<file path="src/rtl/bin2bcd_seq.sv">
// Sequential double-dabble binary-to-BCD converter for the 6-digit display path.
// Latency: WIDTH+1 cycles from the accepting edge to the done pulse.
// Backpressure: none. start is ignored while busy; digit outputs hold between conversions.
module bin2bcd_seq #(
  parameter int WIDTH = 20
) (
  input  logic             clk,
  input  logic             rst,
  input  logic             start,
  input  logic [WIDTH-1:0] in,
  output logic             busy,
  output logic             done,
  output logic             ovf,
  output logic [3:0]       out0,
  output logic [3:0]       out1,
  output logic [3:0]       out2,
  output logic [3:0]       out3,
  output logic [3:0]       out4,
  output logic [3:0]       out5
);

  localparam int CW = (WIDTH > 1) ? $clog2(WIDTH) : 1;

  typedef enum logic [1:0] {
    IDLE,
    SHIFT,
    FINISH
  } state_t;

  state_t           state;
  logic [WIDTH-1:0] shreg;
  logic [27:0]      scratch;   // 7 digits so values up to 2^20-1 survive for the overflow test
  logic [CW-1:0]    cnt;
  logic [27:0]      adj;

  // Double-dabble correction: every digit >= 5 gets +3 before the shift
  always_comb begin
    adj = scratch;
    for (int i = 0; i < 7; i++) begin
      if (scratch[4*i +: 4] >= 4'd5) begin
        adj[4*i +: 4] = scratch[4*i +: 4] + 4'd3;
      end
    end
  end

  // Conversion FSM with registered outputs; digits only update at FINISH
  always_ff @(posedge clk or posedge rst) begin
    if (rst) begin
      state   <= IDLE;
      shreg   <= '0;
      scratch <= '0;
      cnt     <= '0;
      busy    <= 1'b0;
      done    <= 1'b0;
      ovf     <= 1'b0;
      out0    <= 4'd0;
      out1    <= 4'd0;
      out2    <= 4'd0;
      out3    <= 4'd0;
      out4    <= 4'd0;
      out5    <= 4'd0;
    end else begin
      done <= 1'b0;
      case (state)
        IDLE: begin
          if (start) begin
            shreg   <= in;
            scratch <= '0;
            cnt     <= CW'(WIDTH - 1);
            busy    <= 1'b1;
            state   <= SHIFT;
          end
        end
        SHIFT: begin
          scratch <= {adj[26:0], shreg[WIDTH-1]};
          shreg   <= {shreg[WIDTH-2:0], 1'b0};
          if (cnt == '0) begin
            state <= FINISH;
          end else begin
            cnt <= cnt - 1'b1;
          end
        end
        FINISH: begin
          if (scratch[27:24] != 4'd0) begin
            // Above 999999: saturate the display rather than show a truncated value
            out0 <= 4'd9;
            out1 <= 4'd9;
            out2 <= 4'd9;
            out3 <= 4'd9;
            out4 <= 4'd9;
            out5 <= 4'd9;
            ovf  <= 1'b1;
          end else begin
            out0 <= scratch[23:20];
            out1 <= scratch[19:16];
            out2 <= scratch[15:12];
            out3 <= scratch[11:8];
            out4 <= scratch[7:4];
            out5 <= scratch[3:0];
            ovf  <= 1'b0;
          end
          done  <= 1'b1;
          busy  <= 1'b0;
          state <= IDLE;
        end
        default: begin
          state <= IDLE;
          busy  <= 1'b0;
        end
      endcase
    end
  end

endmodule

</file>
<file path="config.mk">
export PLATFORM = sky130hd
export DESIGN_NAME = bin2bcd_seq
export DESIGN_NICKNAME = d
export VERILOG_FILES = /design/src/rtl/bin2bcd_seq.sv
export SDC_FILE = /design/constraint.sdc
export NUM_CORES = 1
export LEC_CHECK = 0
export ABC_AREA = 1
export ABC_CLOCK_PERIOD_IN_PS = 3400
export BUFFER_PORTS_ARGS = -buffer_cell sky130_fd_sc_hd__buf_2
export CORE_MARGIN = 2
export CORE_UTILIZATION = 40
export CTS_BUF_LIST = sky130_fd_sc_hd__clkbuf_8
export DETAILED_ROUTE_END_ITERATION = 8
export MAX_ROUTING_LAYER = met4
export SLEW_MARGIN = 20
export SYNTH_ARGS = -nofsm -noshare
export SYNTH_HDL_FRONTEND = slang
export SYNTH_SLANG_ARGS = --single-unit
</file>
<file path="constraint.sdc">
create_clock -name clk -period 3.4 [get_ports clk]
set_input_delay 0.68 -clock clk [delete_from_list [all_inputs] [get_ports clk]]
set_output_delay 0.68 -clock clk [all_outputs]
set_load 0.01 [all_outputs]
</file>
-- Yosys cells after proc, flatten, opt, wreduce, memory -nomap -nowiden
Index checks and enable logic that the tools add are counted.
- output and inout port bits: 27
- input bits: 23
- memory bits (read-only): 0
- bits in latches: 0
- memories kept: 0
- bits in registers: 82
- memory bits (writable): 0
- shift operators: 0
- multiply operators: 0
- div/mod/pow operators: 0
- equality and inequality tests: 5
- bitwise gates (word level): 1
- multiplexer cells: 27
- reduce and logical (&&, ||, !) cells: 8
- order comparisons: 7
- $add $sub $neg: 8
- operators by type and width (kind ; number):
    case mux 28 bit (2 select lines) ; 1
    two-way mux 4 bit ; 12
    case mux 20 bit (2 select lines) ; 1
    greater-or-equal comparator 4 x 3 -> 1 bit, second input constant ; 7
    two-way mux 28 bit ; 1
    adder 4 x 2 -> 4 bit, second input constant ; 6
    two-way mux 20 bit ; 1
    two-way mux 5 bit ; 2
    case mux 5 bit (2 select lines) ; 1
    != test 2 bit, second input constant ; 3
    AND reduction 2 bit ; 3
    logical NOT 5 bit ; 1
    subtractor 5 x 1 -> 5 bit, second input constant ; 1
    two-way mux 2 bit ; 2
    case mux 2 bit (2 select lines) ; 1
    nonzero test 4 bit ; 1
    adder 3 x 2 -> 3 bit, second input constant ; 1
    two-way mux 1 bit ; 3
    two-way mux 3 bit ; 1
    AND reduction 3 bit ; 1
    == test 2 x 1 -> 1 bit, second input constant ; 1
    == test 2 bit, second input constant ; 1
    logical NOT 2 bit ; 1
    case mux 1 bit (2 select lines) ; 1
    other kinds (2) ; 2

-- Logic depth before layout (Yosys ltp)
- word-level depth: 3
- depth in mapped cells: 8
- mapped depth without buffers: 8

-- Worst setup path after synthesis
Ideal clock, no wire load.
- path kind: in2reg
- from: input start
- to: register scratch[16]
- arrival time: 1212 ps
- cell stages on the path: 6
- slack: 2070 ps
- setup time: 119 ps
- path through: nand2_1 > nand2_2 > inv_1 > buf_2 > nand2_1 > nand2_1
- word-level cells in the longest chain between the ends: 2
- ends and longest elaborated chain (element ; RTL line ; source):
    from (decl) ; 9 ; input logic start,
    != test 2 bit (no line) ; -- ;
    AND reduction 2 bit (no line) ; -- ;
    to (signal assigned) ; 75 ; scratch <= {adj[26:0], shreg[WIDTH-1]};
    to (decl) ; 32 ; logic [27:0] scratch;
No other way between the ends.
A chain may end at the register's enable or synchronous reset.

-- Final worst setup path
- from: register state[1]
- to: register scratch[11]
- word-level cells in the longest chain between the ends: 3
- ends and longest elaborated chain (element ; RTL line ; source):
    from (decl) ; 30 ; state_t state;
    from (signal assigned) ; 49 ; state <= IDLE;
    from (signal assigned) ; 71 ; state <= SHIFT;
    from (signal assigned) ; 78 ; state <= FINISH;
    == test 2 x 1 -> 1 bit or logical NOT 2 bit (tied branches) ; 64 ; case (state)
    nonzero test 2 bit (no line) or != test 2 bit (tied branches) ; -- ;
    AND reduction 2 bit (no line) ; -- ;
Parallel ways exist; a longest one is shown, timed or not.

==> impl_metrics.tcl <==
set metrics [dict create \
    synthCells 488 \
    p_leak_nw 2.314 \
    cts.repair.resized 0 \
    r2r-start "state[1]" \
    layout-drive-gt1-share 0.1413 \
    p_total_mw 4.269 \
    worstSkewPairLatency_ns 0.35 \
    syn_area_per_cell_sq_um 8.192 \
    drt_iter0_drc 119 \
    drtAntennaViolNets 0 \
    wl_microns 8052 \
    tightest_slew_ns 0.8549 \
    routedWlPerCell_microns 12.00 \
    synth_warnings 0 \
    drc_errors 0 \
    grt_overflow_total 0 \
    nNetsFinal 572 \
    synth_top_area_cell "dfrtp_1" \
    cts_tree "yes" \
    peakVddDrop_uv 357.7 \
    grt_max_degree 83 \
    htreeDepth 3 \
    seq_area_frac_synth 0.5133 \
    timing.rr.end "scratch[11]" \
    cp-end-kind "flop" \
    post_cts_buffers 0 \
    rows 36 \
    die_w_microns 104.0 \
    root_buffer "clkbuf_8" \
    min_path_type "input port to asynchronous set/reset pin" \
    cts_sinks 82 \
    slew_viol_final 0 \
    grt_pass1_wl_microns 14300 \
    syn_to_final_growth_pct 13.05 \
    fmaxAchievable_mhz 550.7 \
    setup_viol 0 \
    status "complete, no violations" \
    antenna_found_initial 0 \
    grt.total_usage 0.1646 \
    finClkSkew_ns 0.01052 \
    cp-startpoint "state[1]" \
    rsz0062_at_grt "no" \
    fp.dieH_microns 104.0 \
    grt_pass1_vias 3133 \
    period_needed_ns 1.816 \
    crit_required_ns 3.68 \
    die_area_sq_um 10810 \
    gp_congestion 0.8667 \
    layout_common_cells "138 x nand2_1, 82 x dfrtp_1, 57 x inv_1, 49 x buf_2, 42 x o21ai_0" \
    arrival_ns 2.10 \
    setup_slack_ns 1.584 \
    yosysUniqueCellTypes 22 \
    dp_slack_ns 1.551 \
    num_antenna_cells 0 \
    cp-start-kind "flop" \
    io_buffers 49 \
    n_fill_cell 968 \
    synthTopCellsByArea "dfrtp_1 51%, nand2_1 13%, inv_1 5.4%" \
    final_common_cell "nand2_1" \
    ios 50 \
    syn_nets 527 \
    hold_viol_final 0 \
    powerDensity_nw_per_um2 944.6 \
    syn_area_sq_um 3998 \
    reg2reg_slack_ns 1.58 \
    start_util 0.4109 \
    clk_pin_slew_worst_paths_ns 0.09 \
    path_class "flop to flop" \
    period_share 0.5341 \
    dr.pass1.iters 4 \
    rr_worst_depth 6 \
    hpwl_microns 5482 \
    drv_cap 0 \
    synth-seq-cells 82 \
    synth.top_cell.area_share 0.5133 \
    core-area_sq_um 9729 \
    path_max_fanout 32 \
    numCtsBuffers 9 \
    viasPerCell 4.885 \
    clockBufferDepth 2 \
    hold_buffers 0 \
    slew_headroom 0.4294 \
    vias 3278 \
    tns_ns 0 \
]
-- routing by layer --
layer / vias to the layer above / routed length [microns] / part of all wire / global-route usage
li1: 1671 / - / - / -
met1: 1526 / 3926 / 0.49 / 0.2180
met2: 72 / 3643 / 0.45 / 0.2523
met3: 9 / 407 / 0.051 / 0.04511
met4: 0 / 75 / 0.0093 / 0.04054
met5: - / 0 / 0 / -
-- per-stage QoR --
stage               hold slack (ns)    util  std cells  cell area, sq um
floorplan                    0.4419       -        488              3998
finish                       0.3778  0.4645        671              4519
global placement             0.4605  0.4462        655              4342
global route                 0.4308  0.4645        671              4519
detailed placement           0.4638  0.4462        655              4342
CTS                          0.4225  0.4645        671              4519
-- final cells by class --
type	instances	area (sq um)	area share
multi-input combinational	327	1609	0.3560
inverter	60	226.5	0.05011
tap	133	166.4	0.03682
timing repair buffer	53	287.8	0.06368
clock inverter	7	53.80	0.01190
sequential	82	2052	0.4540
clock buffer	9	123.9	0.02741
-- flip-flops by register name, summed over array words and instances (netlist names) --
register	flops
out1	4
state	2
out5	4
scratch	28
shreg	20
out3	4
busy	1
ovf	1
out4	4
out2	4
out0	4
cnt	5
done	1
-- cell usage after synthesis --
library cell	number
a21oi_1	11
a31oi_1	3
buf_2	7
buf_4	4
buf_6	2
clkbuf_1	5
clkbuf_2	1
dfrtp_1	82
ha_1	16
inv_1	58
inv_2	2
nand2_1	138
nand2_2	4
nand3_1	26
nand4_1	4
nor2_1	38
o211ai_1	9
o21ai_0	42
o21ai_1	11
o221ai_1	1
o22ai_1	23
xor2_1	1
-- where the power goes --
group / internal [mW] / switching [mW] / total (mW) / leakage (nW)
sequential: 1.42 / 0.300 / 1.72 / 0.999
clock: 0.270 / 0.368 / 0.638 / 0.0822
combinational: 0.710 / 1.20 / 1.91 / 1.23
-- cell families (layout without fill, tap and decap cells) --
family | count (synthesis) | count (layout) | share of synthesized area
compound gates | 100 | 100 | 0.1399
fa+ha+maj | 16 | 16 | 0.05008
simple gates | 210 | 210 | 0.2103
flops | 82 | 82 | 0.5133
buf+inv | 79 | 129 | 0.08419
xor+xnor | 1 | 1 | 0.002191
-- critical path, cell delays in order (launching register included) --
cell,delay (ns)
dfrtp_1,0.38
inv_2,0.08
nand2_2,0.27
inv_2,0.49
buf_4,0.31
o21ai_0,0.12
o22ai_1,0.11
-- worst max-delay path by stage --
stage	end	slack, ns	cells past startpoint
6_report	scratch[11]	1.58	6
2_1_floorplan	busy	0.61	1
3_5_place_dp	scratch[11]	1.55	6
3_3_place_gp	scratch[11]	1.59	6
5_1_grt	scratch[19]	1.35	6
4_1_cts	scratch[11]	1.53	6
Note: power is estimated with default switching activity, not from simulation.
